$ cat src/rtl/instruction_fetch_stage_pkg.sv
// Shared definitions for the RV32I fetch stage: FSM states, NOP encoding
// and the PC alignment/increment helpers.
package instruction_fetch_stage_pkg;

    localparam int XLEN = 32;

    localparam logic [XLEN-1:0] NOP_INSTR        = 32'h0000_0013;
    localparam logic [XLEN-1:0] DEFAULT_RESET_PC = 32'h0000_0000;

    typedef enum logic [1:0] {
        FETCH = 2'd0,
        WAIT  = 2'd1,
        HOLD  = 2'd2,
        DRAIN = 2'd3
    } fetch_state_t;

    // Instruction addresses are always word aligned; the low two bits are dropped.
    function automatic logic [XLEN-1:0] align_pc(input logic [XLEN-1:0] addr);
        return {addr[XLEN-1:2], 2'b00};
    endfunction

    function automatic logic [XLEN-1:0] next_pc(input logic [XLEN-1:0] addr);
        return addr + 32'd4;
    endfunction

endpackage

$ cat src/rtl/instruction_fetch_stage_if.sv
// Instruction-memory request/response channel between the fetch stage
// (master) and instruction memory (slave).
interface instruction_fetch_stage_if;
    import instruction_fetch_stage_pkg::*;

    logic            imem_req_valid;
    logic [XLEN-1:0] imem_req_addr;
    logic            imem_req_ready;
    logic            imem_resp_valid;
    logic [XLEN-1:0] imem_resp_data;

    modport master (
        output imem_req_valid,
        output imem_req_addr,
        input  imem_req_ready,
        input  imem_resp_valid,
        input  imem_resp_data
    );

    modport slave (
        input  imem_req_valid,
        input  imem_req_addr,
        output imem_req_ready,
        output imem_resp_valid,
        output imem_resp_data
    );

endinterface

$ cat src/rtl/instruction_fetch_stage_if_id_register.sv
// IF/ID pipeline register: flush beats stall, stall beats a new load, and an
// idle cycle inserts a bubble.
module if_id_register
    import instruction_fetch_stage_pkg::*;
(
    input  logic            clk,
    input  logic            reset,
    input  logic            flush,
    input  logic            stall,
    input  logic            load,
    input  logic [XLEN-1:0] load_pc,
    input  logic [XLEN-1:0] load_instruction,
    output logic            valid,
    output logic [XLEN-1:0] pc,
    output logic [XLEN-1:0] pc_plus4,
    output logic [XLEN-1:0] instruction
);

    // pc/pc_plus4 are left untouched on flush and bubble; only valid and
    // instruction describe whether the slot is real.
    always_ff @(posedge clk or posedge reset) begin
        if (reset) begin
            valid       <= 1'b0;
            pc          <= '0;
            pc_plus4    <= 32'd4;
            instruction <= NOP_INSTR;
        end else if (flush) begin
            valid       <= 1'b0;
            instruction <= NOP_INSTR;
        end else if (stall) begin
            valid       <= valid;
            instruction <= instruction;
        end else if (load) begin
            valid       <= 1'b1;
            pc          <= load_pc;
            pc_plus4    <= next_pc(load_pc);
            instruction <= load_instruction;
        end else begin
            valid       <= 1'b0;
            instruction <= NOP_INSTR;
        end
    end

endmodule

$ cat src/rtl/instruction_fetch_stage.sv
// RV32I fetch stage: owns the PC, keeps at most one instruction-memory request
// in flight and feeds the IF/ID register, honouring stall and redirect.
module instruction_fetch_stage
    import instruction_fetch_stage_pkg::*;
#(
    parameter logic [XLEN-1:0] RESET_PC = DEFAULT_RESET_PC
)
(
    input  logic                      clk,
    input  logic                      reset,
    instruction_fetch_stage_if.master imem,
    input  logic                      stall,
    input  logic                      redirect_valid,
    input  logic [XLEN-1:0]           redirect_pc,
    output logic                      if_id_valid,
    output logic [XLEN-1:0]           if_id_pc,
    output logic [XLEN-1:0]           if_id_pc_plus4,
    output logic [XLEN-1:0]           if_id_instruction
);

    fetch_state_t    state;
    fetch_state_t    state_next;
    logic [XLEN-1:0] pc;
    logic [XLEN-1:0] pc_next;
    logic [XLEN-1:0] buffer;
    logic [XLEN-1:0] buffer_next;
    logic            load;
    logic [XLEN-1:0] load_instruction;
    logic            handshake;

    // Request outputs come straight from registered state so memory never
    // sees a combinational path from stall/redirect.
    assign imem.imem_req_valid = (state == FETCH);
    assign imem.imem_req_addr  = pc;
    assign handshake           = imem.imem_req_valid && imem.imem_req_ready;

    always_ff @(posedge clk or posedge reset) begin
        if (reset) begin
            state  <= FETCH;
            pc     <= align_pc(RESET_PC);
            buffer <= NOP_INSTR;
        end else begin
            state  <= state_next;
            pc     <= pc_next;
            buffer <= buffer_next;
        end
    end

    always_comb begin
        state_next       = state;
        pc_next          = pc;
        buffer_next      = buffer;
        load             = 1'b0;
        load_instruction = imem.imem_resp_data;

        // Responses seen in FETCH or HOLD cannot belong to us and are ignored.
        unique case (state)
            FETCH: begin
                if (redirect_valid) begin
                    pc_next = align_pc(redirect_pc);
                    if (handshake) begin
                        state_next = DRAIN;
                    end
                end else if (handshake) begin
                    state_next = WAIT;
                end
            end

            WAIT: begin
                if (redirect_valid) begin
                    pc_next    = align_pc(redirect_pc);
                    state_next = imem.imem_resp_valid ? FETCH : DRAIN;
                end else if (imem.imem_resp_valid) begin
                    if (stall) begin
                        buffer_next = imem.imem_resp_data;
                        state_next  = HOLD;
                    end else begin
                        load       = 1'b1;
                        pc_next    = next_pc(pc);
                        state_next = FETCH;
                    end
                end
            end

            HOLD: begin
                if (redirect_valid) begin
                    pc_next    = align_pc(redirect_pc);
                    state_next = FETCH;
                end else if (!stall) begin
                    load             = 1'b1;
                    load_instruction = buffer;
                    pc_next          = next_pc(pc);
                    state_next       = FETCH;
                end
            end

            DRAIN: begin
                if (redirect_valid) begin
                    pc_next = align_pc(redirect_pc);
                end
                if (imem.imem_resp_valid) begin
                    state_next = FETCH;
                end
            end

            default: begin
                state_next = FETCH;
            end
        endcase
    end

    if_id_register u_if_id_register (
        .clk              (clk),
        .reset            (reset),
        .flush            (redirect_valid),
        .stall            (stall),
        .load             (load),
        .load_pc          (pc),
        .load_instruction (load_instruction),
        .valid            (if_id_valid),
        .pc               (if_id_pc),
        .pc_plus4         (if_id_pc_plus4),
        .instruction      (if_id_instruction)
    );

    pc_aligned_check: assert property (@(posedge clk) disable iff (reset) pc[1:0] == 2'b00);

    single_request_check: assert property (@(posedge clk) disable iff (reset)
        (state == WAIT || state == DRAIN) |-> !imem.imem_req_valid);

endmodule

$ cat src/flat_wrapper.sv
// flat-port wrapper written by rule: the top's interface ports become plain ports
module instruction_fetch_stage_flat import instruction_fetch_stage_pkg::*;
#(
    parameter logic [XLEN-1:0] RESET_PC = DEFAULT_RESET_PC
)
  (clk, reset, stall, redirect_valid, redirect_pc, if_id_valid, if_id_pc, if_id_pc_plus4, if_id_instruction, imem_imem_req_valid, imem_imem_req_addr, imem_imem_req_ready, imem_imem_resp_valid, imem_imem_resp_data);
  instruction_fetch_stage_if imem_i ();
  input  logic clk;
  input  logic reset;
  input  logic stall;
  input  logic redirect_valid;
  input  logic [XLEN-1:0] redirect_pc;
  output logic if_id_valid;
  output logic [XLEN-1:0] if_id_pc;
  output logic [XLEN-1:0] if_id_pc_plus4;
  output logic [XLEN-1:0] if_id_instruction;
  output wire logic [$bits(imem_i.imem_req_valid)-1:0] imem_imem_req_valid;
  output wire logic [$bits(imem_i.imem_req_addr)-1:0] imem_imem_req_addr;
  input wire logic [$bits(imem_i.imem_req_ready)-1:0] imem_imem_req_ready;
  input wire logic [$bits(imem_i.imem_resp_valid)-1:0] imem_imem_resp_valid;
  input wire logic [$bits(imem_i.imem_resp_data)-1:0] imem_imem_resp_data;
  assign imem_imem_req_valid = imem_i.imem_req_valid;
  assign imem_imem_req_addr = imem_i.imem_req_addr;
  assign imem_i.imem_req_ready = imem_imem_req_ready;
  assign imem_i.imem_resp_valid = imem_imem_resp_valid;
  assign imem_i.imem_resp_data = imem_imem_resp_data;
  instruction_fetch_stage #(.RESET_PC(RESET_PC)) u_core (.clk(clk), .reset(reset), .imem(imem_i), .stall(stall), .redirect_valid(redirect_valid), .redirect_pc(redirect_pc), .if_id_valid(if_id_valid), .if_id_pc(if_id_pc), .if_id_pc_plus4(if_id_pc_plus4), .if_id_instruction(if_id_instruction));
endmodule
$ cat config.mk
export PLATFORM = sky130hd
export DESIGN_NAME = instruction_fetch_stage_flat
export DESIGN_NICKNAME = d
export VERILOG_FILES = /design/src/rtl/instruction_fetch_stage_pkg.sv /design/src/rtl/instruction_fetch_stage_if.sv /design/src/rtl/instruction_fetch_stage_if_id_register.sv /design/src/rtl/instruction_fetch_stage.sv /design/src/flat_wrapper.sv
export SDC_FILE = /design/constraint.sdc
export NUM_CORES = 1
export LEC_CHECK = 0
export ABC_CLOCK_PERIOD_IN_PS = 6600
export CAP_MARGIN = 30
export CORE_ASPECT_RATIO = 1.1
export CORE_MARGIN = 2
export CORE_UTILIZATION = 50
export CTS_BUF_LIST = sky130_fd_sc_hd__clkbuf_4 sky130_fd_sc_hd__clkbuf_8
export DETAILED_ROUTE_END_ITERATION = 8
export PLACE_DENSITY_LB_ADDON = 0.12
export SYNTH_ARGS = -nofsm -noshare
export SYNTH_HDL_FRONTEND = slang
export SYNTH_SLANG_ARGS = --single-unit
$ cat constraint.sdc
create_clock -name clk -period 6.6 [get_ports clk]
set_input_delay 0.66 -clock clk [delete_from_list [all_inputs] [get_ports clk]]
set_output_delay 0.66 -clock clk [all_outputs]
set_load 0.02 [all_outputs]
==> impl_metrics.json <==
{
  "run_status": "finished, final reports clean",
  "clock_period_minus_final_worst_setup_slack_ns": 3.04,
  "hold-worst-slack_ns": 0.477,
  "gr_busiest_metal": "met2",
  "detail_route.wl_per_cell_um": 17.3,
  "hold_buffers": 0,
  "postSynthCellCount": 732,
  "grt_pass1_vias": 6117,
  "ioPinCount": 200,
  "synth_most_common_cell": "sky130_fd_sc_hd__nand2_1",
  "synth_xor_xnor_area_share_pct": 3.50,
  "final_setup_violation_count": 0,
  "synth.cell_area_mm2": 0.00727,
  "yosys_warn_count": 0,
  "port_buffers": 191,
  "synth-seq-cells": 157,
  "finalWirelength_um": 19200,
  "nets": 976,
  "min-delay-path-class": "reg2reg",
  "grtUsageMet1_pct": 31.1,
  "synth-adder-area-share_pct": 1.03,
  "detail_route.vias_per_cell": 5.48,
  "synth_enable_flop_cells": 0,
  "slew_headroom_pct": 31.9,
  "post_cts_resize_count": 0,
  "tritoncts_sinks": 157,
  "post-dp-hpwl_um": 13100,
  "crit_path_class": "in2reg",
  "transition_time_at_the_pin_with_the_least_slew_margin_ns": 1.02,
  "totalNegativeSetupSlack_ns": 0,
  "overall_global_routing_resource_usage_pct": 25.1,
  "postSynthAreaPerCell_um2": 9.93,
  "grt_setup_unrepaired": "false",
  "antenna_found_initial": 0,
  "ant_nets": 0,
  "worstSkewPairLatency_ns": 0.46,
  "p_total_mw": 4.64,
  "globalRouteMet2Util_pct": 42.5,
  "ir_drop_mv": 0.254,
  "initial_utilization_pct": 50.7,
  "diodes_inserted": 0,
  "final-hold-violation-count": 0,
  "leakagePower_nw": 4.20,
  "timing.clock.skew_ns": 0.0168,
  "cts_made_buffers": 17,
  "route.vias.total": 6051,
  "final_util_pct": 68.4,
  "fp-row-count": 46,
  "yosys-top-cells-area": "sky130_fd_sc_hd__dfrtp_1 52%, sky130_fd_sc_hd__nand2_1 9.7%, sky130_fd_sc_hd__mux2_2 5.0%, sky130_fd_sc_hd__o21ai_0 4.8%, sky130_fd_sc_hd__mux2i_1 4.4%",
  "clk_pin_slew_ns": 0.09,
  "cts_root_buf": "sky130_fd_sc_hd__clkbuf_8",
  "die_h_um": 130,
  "wire_length_of_the_first_global_routing_pass_um": 30600,
  "synth_compound_area_share_pct": 12.2,
  "cp_data_required_time_ns": 6.93,
  "finalInstanceArea_mm2": 0.00980,
  "clock_path_buffers": 2,
  "yosysUniqueCellTypes": 49,
  "layout-area-overhead-vs-synth_pct": 34.9,
  "cp-end-kind": "flop",
  "synth.mux.area_fraction_pct": 9.37,
  "cts_tree": "built",
  "cellPowerDensity_mw_per_mm2": 474,
  "grt_start_max_net_pins": 92,
  "detailedRoute.firstIterationViolations": 292,
  "post_cts_setup_repair_buffer_count": 0,
  "yosysTopAreaCell": "sky130_fd_sc_hd__dfrtp_1",
  "final_layout_size_suffix_gt1_share_pct": 10.7,
  "synthSimpleGateAreaFrac_pct": 15.8,
  "final_min_period_over_clock_period_pct": 46.1,
  "p_int_mw": 2.82,
  "gp_congestion": 0.804,
  "power_frac_seq_pct": 36.9,
  "crit_arrival_ns": 3.37,
  "critPathLaunchType": "input pin",
  "synth_seq_area_share_pct": 54.2,
  "final.fill_count": 1140,
  "yosys.area.top_type_share_pct": 51.7,
  "number_of_detailed_route_iterations_in_the_first_pass": 5,
  "globalRoute.totalOverflow": 0,
  "timing.fmax_ghz": 0.329,
  "overall_die_width_um": 119,
  "placeableCoreArea_mm2": 0.0143,
  "synth_top_cells_by_count": "187 x sky130_fd_sc_hd__nand2_1, 150 x sky130_fd_sc_hd__dfrtp_1, 69 x sky130_fd_sc_hd__o21ai_0",
  "crit_path_max_fanout": 73,
  "netSwitchingPower_mw": 1.82,
  "post-route-drc-count": 0,
  "drv_cap": 0,
  "report.final.slew_viol_count": 0,
  "dpl_cell_area_mm2": 0.00932,
  "fp.dieArea_mm2": 0.0155,
  "power.switching_fraction_pct": 39.2,
  "power_frac_clock_pct": 18.4,
  "met3_usage_in_global_routing_pct": 6.81,
  "clock_tree.htree_level_count": 4,
  "comb_power_share_pct": 44.7,
  "combinational_family_with_the_most_area_after_synthesis": "simple AND/OR/NAND/NOR gates",
  "synth_flop_cell": "sky130_fd_sc_hd__dfrtp_1",
  "async_flop_share_pct": 100
}
==> critical path, stage by stage <==
cell,delay [ns]
sky130_fd_sc_hd__clkdlybuf4s50_1,0.64
sky130_fd_sc_hd__inv_1,0.24
sky130_fd_sc_hd__nand2_1,0.51
sky130_fd_sc_hd__or3_4,0.79
sky130_fd_sc_hd__buf_16,0.30
sky130_fd_sc_hd__nand2_1,0.11
sky130_fd_sc_hd__o21ai_0,0.08
==> power by group through the flow <==
stage / clock (mW) / sequential, mW / combinational, mW
after global placement: 0 / 1.70 / 2.01
after CTS: 0.868 / 1.71 / 2.09
after global routing: 0.911 / 1.77 / 2.24
after floorplan: 0 / 1.95 / 0.953
after detailed placement: 0 / 1.73 / 2.08
final: 0.854 / 1.71 / 2.08
==> sequential cells by signal, indices dropped and copies added (netlist names) <==
name and flops:
u_core.u_if_id_register.pc_plus4 30, u_core.buffer 32, u_core.imem.imem_req_addr 30, u_core.u_if_id_register.valid 1, u_core.u_if_id_register.instruction 32, u_core.state 2
u_core.u_if_id_register.pc 30
==> metrics by stage <==
stage	std cells	setup WS, ns
global route	1105	3.37
global placement	1070	2.83
detailed placement	1073	3.07
floorplan	737	1.72
finish	1105	3.56
CTS	1105	3.57
==> kinds of logic after synthesis <==
kind of cell,after synthesis
multiplexers,64
adder cells (fa/ha/maj),6
AO/OA/AOI/OAI,153
other,1
AND/OR/NAND/NOR,259
XOR/XNOR,29
buffers and inverters,63
flip-flops,157
==> area by class of cell <==
class                      instances  area [um2]  area share (%)
multi-input combinational        517        3100            31.6
tap                              192         240            2.45
clock buffer                      20         275            2.81
timing repair buffer             200        2020            20.6
sequential                       157        3940            40.2
inverter                           7        31.3           0.319
clock inverter                    12         206            2.11
==> layout by cell type (no fill, tap or decap), types with 3 or more instances in the layout <==
| cell type | synthesis | final |
|---|---|---|
| sky130_fd_sc_hd__o21ai_0 | 69 | 69 |
| sky130_fd_sc_hd__nor3_2 | 3 | 4 |
| sky130_fd_sc_hd__nor2_1 | 18 | 18 |
| sky130_fd_sc_hd__nand3_1 | 11 | 11 |
| sky130_fd_sc_hd__bufinv_16 | 0 | 5 |
| sky130_fd_sc_hd__xnor2_1 | 6 | 6 |
| sky130_fd_sc_hd__a31oi_1 | 3 | 3 |
| sky130_fd_sc_hd__nand4_1 | 11 | 11 |
| sky130_fd_sc_hd__mux2i_1 | 32 | 32 |
| sky130_fd_sc_hd__clkdlybuf4s50_1 | 0 | 191 |
| sky130_fd_sc_hd__dfstp_2 | 7 | 7 |
| sky130_fd_sc_hd__conb_1 | 1 | 6 |
| sky130_fd_sc_hd__o22ai_1 | 21 | 21 |
| sky130_fd_sc_hd__nor3_1 | 4 | 3 |
| sky130_fd_sc_hd__buf_4 | 7 | 6 |
| sky130_fd_sc_hd__clkbuf_8 | 0 | 20 |
| sky130_fd_sc_hd__mux2_2 | 32 | 32 |
| sky130_fd_sc_hd__dfrtp_1 | 150 | 150 |
| sky130_fd_sc_hd__a21oi_1 | 34 | 33 |
| sky130_fd_sc_hd__xor2_1 | 23 | 23 |
| sky130_fd_sc_hd__inv_6 | 0 | 4 |
| sky130_fd_sc_hd__a2bb2oi_1 | 17 | 17 |
| sky130_fd_sc_hd__inv_1 | 7 | 6 |
| sky130_fd_sc_hd__ha_1 | 6 | 5 |
| sky130_fd_sc_hd__nor4_1 | 4 | 4 |
| sky130_fd_sc_hd__nand2_1 | 187 | 187 |
==> path summary, 6_finish.rpt <==
path                       slack (ns)                     startpoint  depth (start not counted)                              endpoint
setup / recovery                 3.56                 redirect_valid                          7  u_core.u_if_id_register.pc_plus4[19]
hold / removal                   0.48  u_core.u_if_id_register.pc[4]                          2         u_core.u_if_id_register.pc[4]
setup reg to reg                 3.84                u_core.state[0]                          7  u_core.u_if_id_register.pc_plus4[19]
hold reg to reg                  0.48  u_core.u_if_id_register.pc[4]                          2         u_core.u_if_id_register.pc[4]
max in group asynchronous        4.48                          reset                          3                      u_core.buffer[2]
min in group asynchronous        0.75                          reset                          2                     u_core.buffer[24]
==> metal layers <==
metal	up-vias	part of all wire (%)
met1	2981	42
met4	0	2.0
met2	205	50
met3	34	6.1
li1	2831	-
met5	-	0
No activity file was read; power rests on OpenSTA's default activity.
